==> src/rtl/arb_pkg.sv <==
// Shared codes for the memory bus arbiter: bus owner encoding and FSM states.
package arb_pkg;

  typedef enum logic [1:0] {
    OWN_NONE = 2'b00,
    OWN_CPU  = 2'b01,
    OWN_LDR  = 2'b10
  } owner_e;

  typedef enum logic [1:0] {
    ST_IDLE   = 2'd0,
    ST_ACCESS = 2'd1,
    ST_RESP   = 2'd2
  } state_e;

  function automatic owner_e pick_owner(input logic grant_ldr);
    return grant_ldr ? OWN_LDR : OWN_CPU;
  endfunction

endpackage

==> src/rtl/arb_fair_pick.sv <==
// Winner select for the two requesters, with a burst limit so the
// low-priority side gets a slot after MAX_BURST back-to-back losses.
module arb_fair_pick #(
  parameter int MAX_BURST    = 4,
  parameter bit LDR_PRIORITY = 1'b1
) (
  input  logic clk,
  input  logic reset,
  input  logic cpu_req,
  input  logic ldr_req,
  input  logic arbitrate,
  output logic grant_cpu,
  output logic grant_ldr
);

  localparam int BW = $clog2(MAX_BURST + 1);

  logic [BW-1:0] burst_cnt;
  logic          hi_req, lo_req, grant_hi, grant_lo, at_limit;

  assign hi_req   = LDR_PRIORITY ? ldr_req : cpu_req;
  assign lo_req   = LDR_PRIORITY ? cpu_req : ldr_req;
  assign at_limit = (burst_cnt == BW'(MAX_BURST));

  // Low side only overrides when it is actually waiting and the budget is spent.
  assign grant_hi = arbitrate & hi_req & ~(lo_req & at_limit);
  assign grant_lo = arbitrate & lo_req & ~grant_hi;

  assign grant_cpu = LDR_PRIORITY ? grant_lo : grant_hi;
  assign grant_ldr = LDR_PRIORITY ? grant_hi : grant_lo;

  always_ff @(posedge clk or posedge reset) begin
    if (reset) begin
      burst_cnt <= '0;
    end else if (arbitrate) begin
      if (grant_lo || !lo_req)
        burst_cnt <= '0;
      else if (grant_hi && !at_limit)
        burst_cnt <= burst_cnt + BW'(1);
    end
  end

endmodule

==> src/rtl/mem_bus_arbiter.sv <==
// Shares one single-port memory between the CPU and the loader/debug port:
// arbitrate in IDLE, drive the memory for MEM_LAT cycles, then pulse ack.
module mem_bus_arbiter
  import arb_pkg::*;
#(
  parameter int AW           = 8,
  parameter int DW           = 8,
  parameter int MEM_LAT      = 1,
  parameter int MAX_BURST    = 4,
  parameter bit LDR_PRIORITY = 1'b1
) (
  input  logic          clk,
  input  logic          reset,
  input  logic          cpu_req,
  input  logic          cpu_we,
  input  logic [AW-1:0] cpu_addr,
  input  logic [DW-1:0] cpu_wdata,
  output logic [DW-1:0] cpu_rdata,
  output logic          cpu_ack,
  output logic          cpu_stall,
  input  logic          ldr_req,
  input  logic          ldr_we,
  input  logic [AW-1:0] ldr_addr,
  input  logic [DW-1:0] ldr_wdata,
  output logic [DW-1:0] ldr_rdata,
  output logic          ldr_ack,
  output logic          ldr_stall,
  output logic          mem_en,
  output logic          mem_we,
  output logic [AW-1:0] mem_addr,
  output logic [DW-1:0] mem_wdata,
  input  logic [DW-1:0] mem_rdata,
  output logic [1:0]    bus_owner
);

  localparam int LW = $clog2(MEM_LAT + 1);

  state_e        state, state_nx;
  owner_e        own_q;
  logic          we_q;
  logic [AW-1:0] addr_q;
  logic [DW-1:0] wdata_q, cpu_rdata_q, ldr_rdata_q;
  logic [LW-1:0] lat_cnt;
  logic          grant_cpu, grant_ldr, arbitrate, last_beat;

  assign arbitrate = (state == ST_IDLE);
  assign last_beat = (lat_cnt == LW'(1));

  arb_fair_pick #(
    .MAX_BURST    (MAX_BURST),
    .LDR_PRIORITY (LDR_PRIORITY)
  ) u_pick (
    .clk       (clk),
    .reset     (reset),
    .cpu_req   (cpu_req),
    .ldr_req   (ldr_req),
    .arbitrate (arbitrate),
    .grant_cpu (grant_cpu),
    .grant_ldr (grant_ldr)
  );

  always_ff @(posedge clk or posedge reset) begin
    if (reset) state <= ST_IDLE;
    else       state <= state_nx;
  end

  // Memory outputs come only from latched registers, never from the req inputs.
  always_comb begin
    state_nx  = state;
    mem_en    = 1'b0;
    mem_we    = 1'b0;
    mem_addr  = '0;
    mem_wdata = '0;
    bus_owner = OWN_NONE;
    cpu_ack   = 1'b0;
    ldr_ack   = 1'b0;
    case (state)
      ST_IDLE: begin
        if (grant_cpu || grant_ldr) state_nx = ST_ACCESS;
      end
      ST_ACCESS: begin
        mem_en    = 1'b1;
        mem_we    = we_q;
        mem_addr  = addr_q;
        mem_wdata = wdata_q;
        bus_owner = own_q;
        if (last_beat) state_nx = ST_RESP;
      end
      ST_RESP: begin
        bus_owner = own_q;
        cpu_ack   = (own_q == OWN_CPU);
        ldr_ack   = (own_q == OWN_LDR);
        state_nx  = ST_IDLE;
      end
      default: state_nx = ST_IDLE;
    endcase
  end

  always_ff @(posedge clk or posedge reset) begin
    if (reset) begin
      own_q       <= OWN_NONE;
      we_q        <= 1'b0;
      addr_q      <= '0;
      wdata_q     <= '0;
      lat_cnt     <= '0;
      cpu_rdata_q <= '0;
      ldr_rdata_q <= '0;
    end else begin
      case (state)
        ST_IDLE: begin
          if (grant_cpu || grant_ldr) begin
            own_q   <= pick_owner(grant_ldr);
            we_q    <= grant_ldr ? ldr_we    : cpu_we;
            addr_q  <= grant_ldr ? ldr_addr  : cpu_addr;
            wdata_q <= grant_ldr ? ldr_wdata : cpu_wdata;
            lat_cnt <= LW'(MEM_LAT);
          end
        end
        ST_ACCESS: begin
          lat_cnt <= lat_cnt - LW'(1);
          if (last_beat && !we_q) begin
            if (own_q == OWN_CPU) cpu_rdata_q <= mem_rdata;
            else                  ldr_rdata_q <= mem_rdata;
          end
        end
        default: ;
      endcase
    end
  end

  assign cpu_rdata = cpu_rdata_q;
  assign ldr_rdata = ldr_rdata_q;
  assign cpu_stall = cpu_req & ~cpu_ack;
  assign ldr_stall = ldr_req & ~ldr_ack;

endmodule

==> config.mk <==
export PLATFORM = sky130hd
export DESIGN_NAME = mem_bus_arbiter
export DESIGN_NICKNAME = d
export VERILOG_FILES = /design/src/rtl/arb_pkg.sv /design/src/rtl/arb_fair_pick.sv /design/src/rtl/mem_bus_arbiter.sv
export SDC_FILE = /design/constraint.sdc
export NUM_CORES = 1
export LEC_CHECK = 0
export ABC_AREA = 0
export ABC_CLOCK_PERIOD_IN_PS = 2400
export CAP_MARGIN = 15
export CELL_PAD_IN_SITES_DETAIL_PLACEMENT = 0
export CELL_PAD_IN_SITES_GLOBAL_PLACEMENT = 1
export CORE_AREA = 5 5 81 91
export CTS_BUF_LIST = sky130_fd_sc_hd__clkbuf_4
export DETAILED_ROUTE_END_ITERATION = 8
export DIE_AREA = 0 0 86 96
export GPL_ROUTABILITY_DRIVEN = 0
export GPL_TIMING_DRIVEN = 0
export MAX_ROUTING_LAYER = met4
export PLACE_DENSITY = 0.87
export SLEW_MARGIN = 20
export SYNTH_ARGS = -nofsm -noshare
export SYNTH_HDL_FRONTEND = slang
export SYNTH_HIERARCHICAL = 1
export SYNTH_SLANG_ARGS = --single-unit
==> constraint.sdc <==
create_clock -name clk -period 2.4 [get_ports clk]
set_input_delay 0.48 -clock clk [delete_from_list [all_inputs] [get_ports clk]]
set_output_delay 0.48 -clock clk [all_outputs]
set_load 0.01 [all_outputs]
## Word level (Yosys, flattened, before mapping)

Index checks and enable logic that the tools add are counted.

| operators by class | value |
|---|---|
| equality and inequality tests | 7 |
| muxes and demuxes | 18 |
| bitwise operators | 12 |
| reductions and logical operators | 17 |
| $add $sub $neg | 2 |

Operators with widths:

| kind | number |
|---|---|
| 2-to-1 mux 8 bit | 4 |
| 2-to-1 mux 2 bit | 4 |
| AND reduction 2 bit | 4 |
| bitwise AND 1 bit | 7 |
| 2-to-1 mux 1 bit | 6 |
| 2-to-1 mux 3 bit | 2 |
| AND reduction 3 bit | 2 |
| inverter 1 bit | 5 |
| equality test 2 x 1 -> 1 bit (second input constant) | 2 |
| equality test 2 bit (second input constant) | 2 |
| != test 2 bit (second input constant) | 2 |
| case mux 2 bit (2 select lines) | 1 |
| nonzero test 2 bit | 2 |
| adder 3 x 1 -> 3 bit (second input constant) | 1 |
| equality test 3 bit (second input constant) | 1 |
| zero test 1 bit | 3 |
| logical AND 1 bit | 2 |
| zero test 2 bit | 1 |
| logical OR 1 bit | 2 |
| case mux 1 bit (2 select lines) | 1 |
| OR reduction 2 bit | 1 |
| subtractor 1 bit (second input constant) | 1 |

| storage, ports and cells | value |
|---|---|
| register bits | 41 |
| word-level logic and storage cells | 65 |
| input bits | 46 |

## Longest topological paths before layout

| depth | value |
|---|---|
| word-level depth | 9 |
| gate-level depth with buffers | 9 |

## By module

Netlist, hierarchy kept.

Modules (own cells, without submodules):

| module | instances | area an instance (µm²) | cells an instance | sequential area each (µm²) |
|---|---|---|---|---|
| mem_bus_arbiter | 1 | 1843.0 | 163 | 950.9 |
| arb_fair_pick | 1 | 196.4 | 21 | 75.1 |

## Least setup slack after synthesis

Ideal clock, no wire load.

| timing | value |
|---|---|
| path type | register to register |
| start point | register state[0] |
| end point | register addr_q[7] |
| path buffers | 2 |
| data required time | 2267 ps |
| stages on the path, launching flop included | 9 |
| setup slack | 570 ps |
| arrival time | 1697 ps |
| path through | dfrtp_1 -> inv_1 -> ha_1 -> nand2_1 -> a31oi_1 -> buf_4 -> buf_4 -> mux2i_1 -> o21ai_0 |

| between the ends | value |
|---|---|
| cells in the longest elaborated chain, start to end | 7 |
| elaborated cells between the ends (all ways) | 9 |

Ends and longest elaborated chain:

| item | RTL line | text |
|---|---|---|
| from (decl) | mem_bus_arbiter.sv:38 | `state_e state, state_nx;` |
| from (signal assigned) | mem_bus_arbiter.sv:64 | `else state <= state_nx;` |
| zero test 2 bit (*) | mem_bus_arbiter.sv:46 | `assign arbitrate = (state == ST_IDLE);` |
| named net arbitrate | mem_bus_arbiter.sv:44 | `logic grant_cpu, grant_ldr, arbitrate, last_beat;` |
| bitwise AND 1 bit (*) (2 in a row) | arb_fair_pick.sv:26 | `assign grant_hi = arbitrate & hi_req & ~(lo_req & at_limit);` |
| named net grant_ldr | mem_bus_arbiter.sv:44 |  |
| inverter 1 bit | arb_fair_pick.sv:27 | `assign grant_lo = arbitrate & lo_req & ~grant_hi;` |
| bitwise AND 1 bit | arb_fair_pick.sv:27 |  |
| logical OR 1 bit | mem_bus_arbiter.sv:111 | `if (grant_cpu \|\| grant_ldr) begin` |
| AND reduction 2 bit (no line) | n/a |  |
| to (signal assigned) | mem_bus_arbiter.sv:114 | `addr_q <= grant_ldr ? ldr_addr : cpu_addr;` |
| to (decl) | mem_bus_arbiter.sv:41 | `logic [AW-1:0] addr_q;` |

The timed path passes the listed nets; every way through them passes the cells marked *.
A chain may end at the register's enable or synchronous reset.

## Worst setup path after layout

| timing | value |
|---|---|
| start point | register state[0] |
| end point | output ldr_ack |

| between the ends | value |
|---|---|
| cells in the longest elaborated chain, start to end | 2 |

Ends and longest elaborated chain:

| item | RTL line | text |
|---|---|---|
| equality test 2 bit | mem_bus_arbiter.sv:77 | `case (state)` |
| 2-to-1 mux 1 bit | mem_bus_arbiter.sv:77 |  |
| to (decl) | mem_bus_arbiter.sv:26 | `output logic ldr_ack,` |

No other way between the ends.

==> impl_results.html <==
<table>
<tr><th>Metric</th><th>Value</th></tr>
<tr><th colspan="2">Outcome</th></tr>
<tr><td>Status</td><td>completed</td></tr>
<tr><th colspan="2">Synthesis</th></tr>
<tr><td>Async S/R FF share, synth</td><td>100.0%</td></tr>
<tr><td>Total number of yosys warnings</td><td>6</td></tr>
<tr><td>Cell variety after synth</td><td>26</td></tr>
<tr><td>Gate count after technology mapping</td><td>184</td></tr>
<tr><td>Netlist area before placement</td><td>2039 sq um</td></tr>
<tr><td>Total nets after synthesis</td><td>237</td></tr>
<tr><td>Post-Syn Area per Cell</td><td>11.08 sq um</td></tr>
<tr><td>Post-synth top area cell</td><td>dfrtp_1</td></tr>
<tr><td>Most numerous cell in the Yosys netlist</td><td>dfrtp_1</td></tr>
<tr><td>Cells taking the most area after synthesis</td><td>dfrtp_1, mux2_2, mux2i_1</td></tr>
<tr><td>Sequential cell area fraction in the yosys report</td><td>50.31%</td></tr>
<tr><td>Dominant register cell in the synthesized netlist</td><td>dfrtp_1</td></tr>
<tr><td>Number of enable flip-flop cells after synthesis</td><td>0</td></tr>
<tr><td>Number of synthesized register bits</td><td>41</td></tr>
<tr><td>Area share of the largest cell type after synthesis</td><td>50.31%</td></tr>
<tr><td>Commonest cells post-synth</td><td>dfrtp_1, nand2_1, o21ai_0</td></tr>
<tr><th colspan="2">STA</th></tr>
<tr><td>F_max</td><td>429.8 MHz</td></tr>
<tr><td>Worst-margin pin slew</td><td>367.3 ps</td></tr>
<tr><td>Final hold violations</td><td>0</td></tr>
<tr><td>Worst clock skew</td><td>6.255 ps</td></tr>
<tr><td>Final setup TNS</td><td>0 ps</td></tr>
<tr><td>Headroom to the max-slew limit</td><td>75.51%</td></tr>
<tr><td>Max-slew violation total from the final report</td><td>0</td></tr>
<tr><td>Ratio of final minimum period to clock period</td><td>96.94%</td></tr>
<tr><td>Final setup violating endpoints</td><td>0</td></tr>
<tr><td>Unrepaired setup endpoints after global routing</td><td>no</td></tr>
<tr><td>Min Tclk post-route</td><td>2327 ps</td></tr>
<tr><th colspan="2">Worst setup path</th></tr>
<tr><td>Critical Path Max Stage Delay</td><td>550 ps</td></tr>
<tr><td>Worst Reg2Reg Path Length in Cells</td><td>8</td></tr>
<tr><td>Element type at the critical path start</td><td>register</td></tr>
<tr><td>Critical R2R Capture</td><td>we_q$_DFFE_PP0P_</td></tr>
<tr><td>Endpoint arrival time on the critical path</td><td>1850 ps</td></tr>
<tr><td>Required time at the endpoint of the critical path</td><td>1920 ps</td></tr>
<tr><td>Category of cells accounting for the largest share of critical-path delay</td><td>buffers and inverters</td></tr>
<tr><td>Critical path peak fanout</td><td>4</td></tr>
<tr><td>Cell with the biggest individual delay on the critical path</td><td>clkdlybuf4s50_1</td></tr>
<tr><td>Slack of the worst reg-to-reg path</td><td>220 ps</td></tr>
<tr><td>Critical register-to-register path startpoint</td><td>state[0]$_DFFE_PP0P_</td></tr>
<tr><td>Setup Crit Path Kind</td><td>reg -&gt; out</td></tr>
<tr><td>Critical path, cell by cell</td><td>inv_1, ha_1, and3b_1, clkdlybuf4s50_1</td></tr>
<tr><td>Critical Path End Type</td><td>output port</td></tr>
<tr><td>Combined buffer and inverter count along the critical path</td><td>2</td></tr>
<tr><th colspan="2">Cells and area</th></tr>
<tr><td>Relative area change from synthesis to final layout</td><td>52.27%</td></tr>
<tr><td>Post-layout util</td><td>48.52%</td></tr>
<tr><td>Post-route design area</td><td>3105 sq um</td></tr>
<tr><td>Number of antenna cells inserted</td><td>0</td></tr>
<tr><td>Share of layout cells above drive strength 1</td><td>15.71%</td></tr>
<tr><td>Final Non-Filler Cells</td><td>362</td></tr>
<tr><td>Layout net count</td><td>332</td></tr>
<tr><th colspan="2">Place</th></tr>
<tr><td>Cell area after placement</td><td>3013 sq um</td></tr>
<tr><td>Sum of net half-perimeters after detailed placement</td><td>3.876 mm</td></tr>
<tr><td>Port buffer count</td><td>85</td></tr>
<tr><td>Placed cell count</td><td>352</td></tr>
<tr><th colspan="2">Pwr</th></tr>
<tr><td>Highest ir drop seen on vdd</td><td>437.8 uV</td></tr>
<tr><td>Power Density</td><td>1055 nW/um^2</td></tr>
<tr><td>Leakage power</td><td>1.462 nW</td></tr>
<tr><td>Switching part of the total power</td><td>36.07%</td></tr>
<tr><td>Fraction of power consumed by sequential logic</td><td>37.0%</td></tr>
<tr><td>Internal power of the cells</td><td>2.093 mW</td></tr>
<tr><td>Power share of the combinational group</td><td>52.7%</td></tr>
<tr><td>Proportion of power drawn by the clock network</td><td>10.4%</td></tr>
<tr><td>Net switching component of the power</td><td>1.181 mW</td></tr>
<tr><td>Power after layout</td><td>3.275 mW</td></tr>
<tr><th colspan="2">CTS</th></tr>
<tr><td>Number of clock buffers inserted by TritonCTS</td><td>5</td></tr>
<tr><td>Max Buffers Root-to-Sink</td><td>2</td></tr>
<tr><td>Clock tree from TritonCTS</td><td>yes</td></tr>
<tr><td>Number of sinks on the clock net</td><td>41</td></tr>
<tr><td>Number of levels the H-tree was split into</td><td>2</td></tr>
<tr><td>Clock transition at path regs</td><td>130 ps</td></tr>
<tr><td>Post-CTS Hold Buffers</td><td>0</td></tr>
<tr><td>Clk root buf</td><td>clkbuf_4</td></tr>
<tr><td>Clock latency of the later-clocked register in the worst-skew pair</td><td>340 ps</td></tr>
<tr><th colspan="2">Detailed routing</th></tr>
<tr><td>Number of iterations in the first detailed-routing pass</td><td>4</td></tr>
<tr><td>Vias per std cell</td><td>4.624</td></tr>
<tr><td>Detailed Route WL</td><td>4.967 mm</td></tr>
<tr><td>Vias after detailed routing</td><td>1674</td></tr>
<tr><td>DRC violations left</td><td>0</td></tr>
<tr><td>ANT nets after route</td><td>0</td></tr>
<tr><td>Detailed Route Iter0 Violations</td><td>36</td></tr>
<tr><td>DR WL/cell</td><td>13.72 um</td></tr>
<tr><th colspan="2">Floorplanning</th></tr>
<tr><td>Core Box Area</td><td>6400 sq um</td></tr>
<tr><td>Num ports</td><td>86</td></tr>
<tr><td>Area of the die</td><td>8256 sq um</td></tr>
<tr><td>Height of the die</td><td>96 um</td></tr>
<tr><td>Horizontal extent of the die</td><td>86 um</td></tr>
<tr><td>Starting utilization of the core area</td><td>31.87%</td></tr>
<tr><td>Cell row count</td><td>31</td></tr>
<tr><th colspan="2">GRT</th></tr>
<tr><td>GRT Total Usage</td><td>12.83%</td></tr>
<tr><td>Total congestion overflow after global routing</td><td>0</td></tr>
<tr><td>First-pass GRT wire length</td><td>8.135 mm</td></tr>
<tr><td>Antenna violations before repair</td><td>0</td></tr>
<tr><td>Number of global-route vias before repair</td><td>1683</td></tr>
<tr><td>Maximum number of pins on one net before global-route repair</td><td>30</td></tr>
<tr><th colspan="2">Flow run</th></tr>
<tr><td>Number of maximum-capacitance violations</td><td>0</td></tr>
<tr><th colspan="2">Min path</th></tr>
<tr><td>Path class of the lowest-slack min-delay path</td><td>in -&gt; async</td></tr>
</table>
what timing repair did:
item / 4_1_cts / 5_1_grt
pin swaps: 0 / 0
gates resized for setup: 15 / 8
endpoints found under the setup margin: 17 / 15
setup buffers: 2 / 0
cloned: 0 / 0
metrics by stage:
step                      hold WS [ps]  setup slack (ps)
after floorplan                  233.6             570.2
after global placement           452.2            -61.89
after detailed placement         462.1            -43.70
after CTS                        328.9             2.206
after global routing             328.0             13.73
final                            337.4             73.36
worst register-to-register path, stage by stage, from the launching register on:
cell	delay, ps
dfrtp_2	460
inv_1	130
ha_2	290
nand2_1	70
a31oi_1	270
buf_4	280
buf_4	240
mux2i_1	230
o21ai_0	90
logic make-up after synthesis:
family          after synthesis  share of synthesized area, %
simple gates                 59                         15.95
fa+ha+maj                     7                         4.294
flops                        41                         50.31
compound gates               29                         8.405
buf+inv                      14                         3.313
mux                          34                         17.73
sequential cells by signal (all words and copies together), names as in the netlist:
signal	count
cpu_rdata	8
own_q	2
u_pick/burst_cnt	3
addr_q	8
we_q	1
wdata_q	8
ldr_rdata	8
last_beat	1
state	2
per-layer routing:
metal,global-route usage (%),vias up,share of wire (%)
met5,-,-,0
met4,2.770,0,0.26
met3,3.853,2,8.3
met2,20.50,64,49
met1,16.14,793,43
li1,-,815,-
worst max path at each step:
stage / startpoint / endpoint / slack [ps] / depth (start not counted)
final: state[0]$_DFFE_PP0P_ / ldr_ack / 70 / 4
after global routing: state[0]$_DFFE_PP0P_ / ldr_ack / 10 / 4
after CTS: state[1]$_DFFE_PP0P_ / mem_addr[0] / 2 / 5
after detailed placement: state[1]$_DFFE_PP0P_ / mem_wdata[2] / -40 / 5
after global placement: state[1]$_DFFE_PP0P_ / mem_wdata[2] / -60 / 5
after floorplan: state[0]$_DFFE_PP0P_ / addr_q[7]$_DFFE_PP0P_ / 570 / 8
placed cells by master (no fill, tap or decap):
| cell type | n |
|---|---|
| ha_2 | 1 |
| and2_1 | 20 |
| buf_12 | 1 |
| clkbuf_4 | 6 |
| buf_4 | 5 |
| nor2_1 | 3 |
| nand3b_1 | 1 |
| o2bb2ai_1 | 2 |
| buf_2 | 3 |
| a31oi_1 | 2 |
| nand4b_2 | 1 |
| nand4_1 | 1 |
| ha_4 | 1 |
| and3b_1 | 2 |
| dlymetal6s2s_1 | 6 |
| nor4bb_1 | 1 |
| nor2b_4 | 1 |
| nand2b_1 | 1 |
| clkbuf_1 | 1 |
| ha_1 | 5 |
| dfrtp_2 | 1 |
| dlygate4sd2_1 | 10 |
| a21oi_1 | 1 |
| clkinv_2 | 2 |
| dfrtp_1 | 40 |
| clkdlybuf4s50_1 | 69 |
| o21a_1 | 1 |
| clkinvlp_4 | 1 |
| inv_1 | 4 |
| mux2_2 | 17 |
| nand2_1 | 25 |
| a21boi_2 | 1 |
| o31ai_2 | 1 |
| inv_2 | 2 |
| nor2b_1 | 3 |
| o21ai_0 | 21 |
| mux2i_1 | 17 |
layout make-up:
type	count	area, sq um
Timing Repair Buffer	88	888.4
Clock inverter	3	17.52
Sequential cell	41	1027
Buffer	8	48.80
Tap cell	82	102.6
Clock buffer	5	37.54
Fill cell	642	3294
Multi-Input combinational cell	129	960.9
Inverter	6	22.52
power by group through the flow:
stage | Clock, mW | Combinational (mW) | Sequential [mW]
after CTS | 0.361 | 1.77 | 1.21
after detailed placement | 0 | 1.75 | 1.23
after global routing | 0.387 | 1.91 | 1.26
after floorplan | 0 | 0.902 | 1.25
final | 0.339 | 1.73 | 1.21
after global placement | 0 | 1.71 | 1.20
No activity file was read; power rests on OpenSTA's default activity.
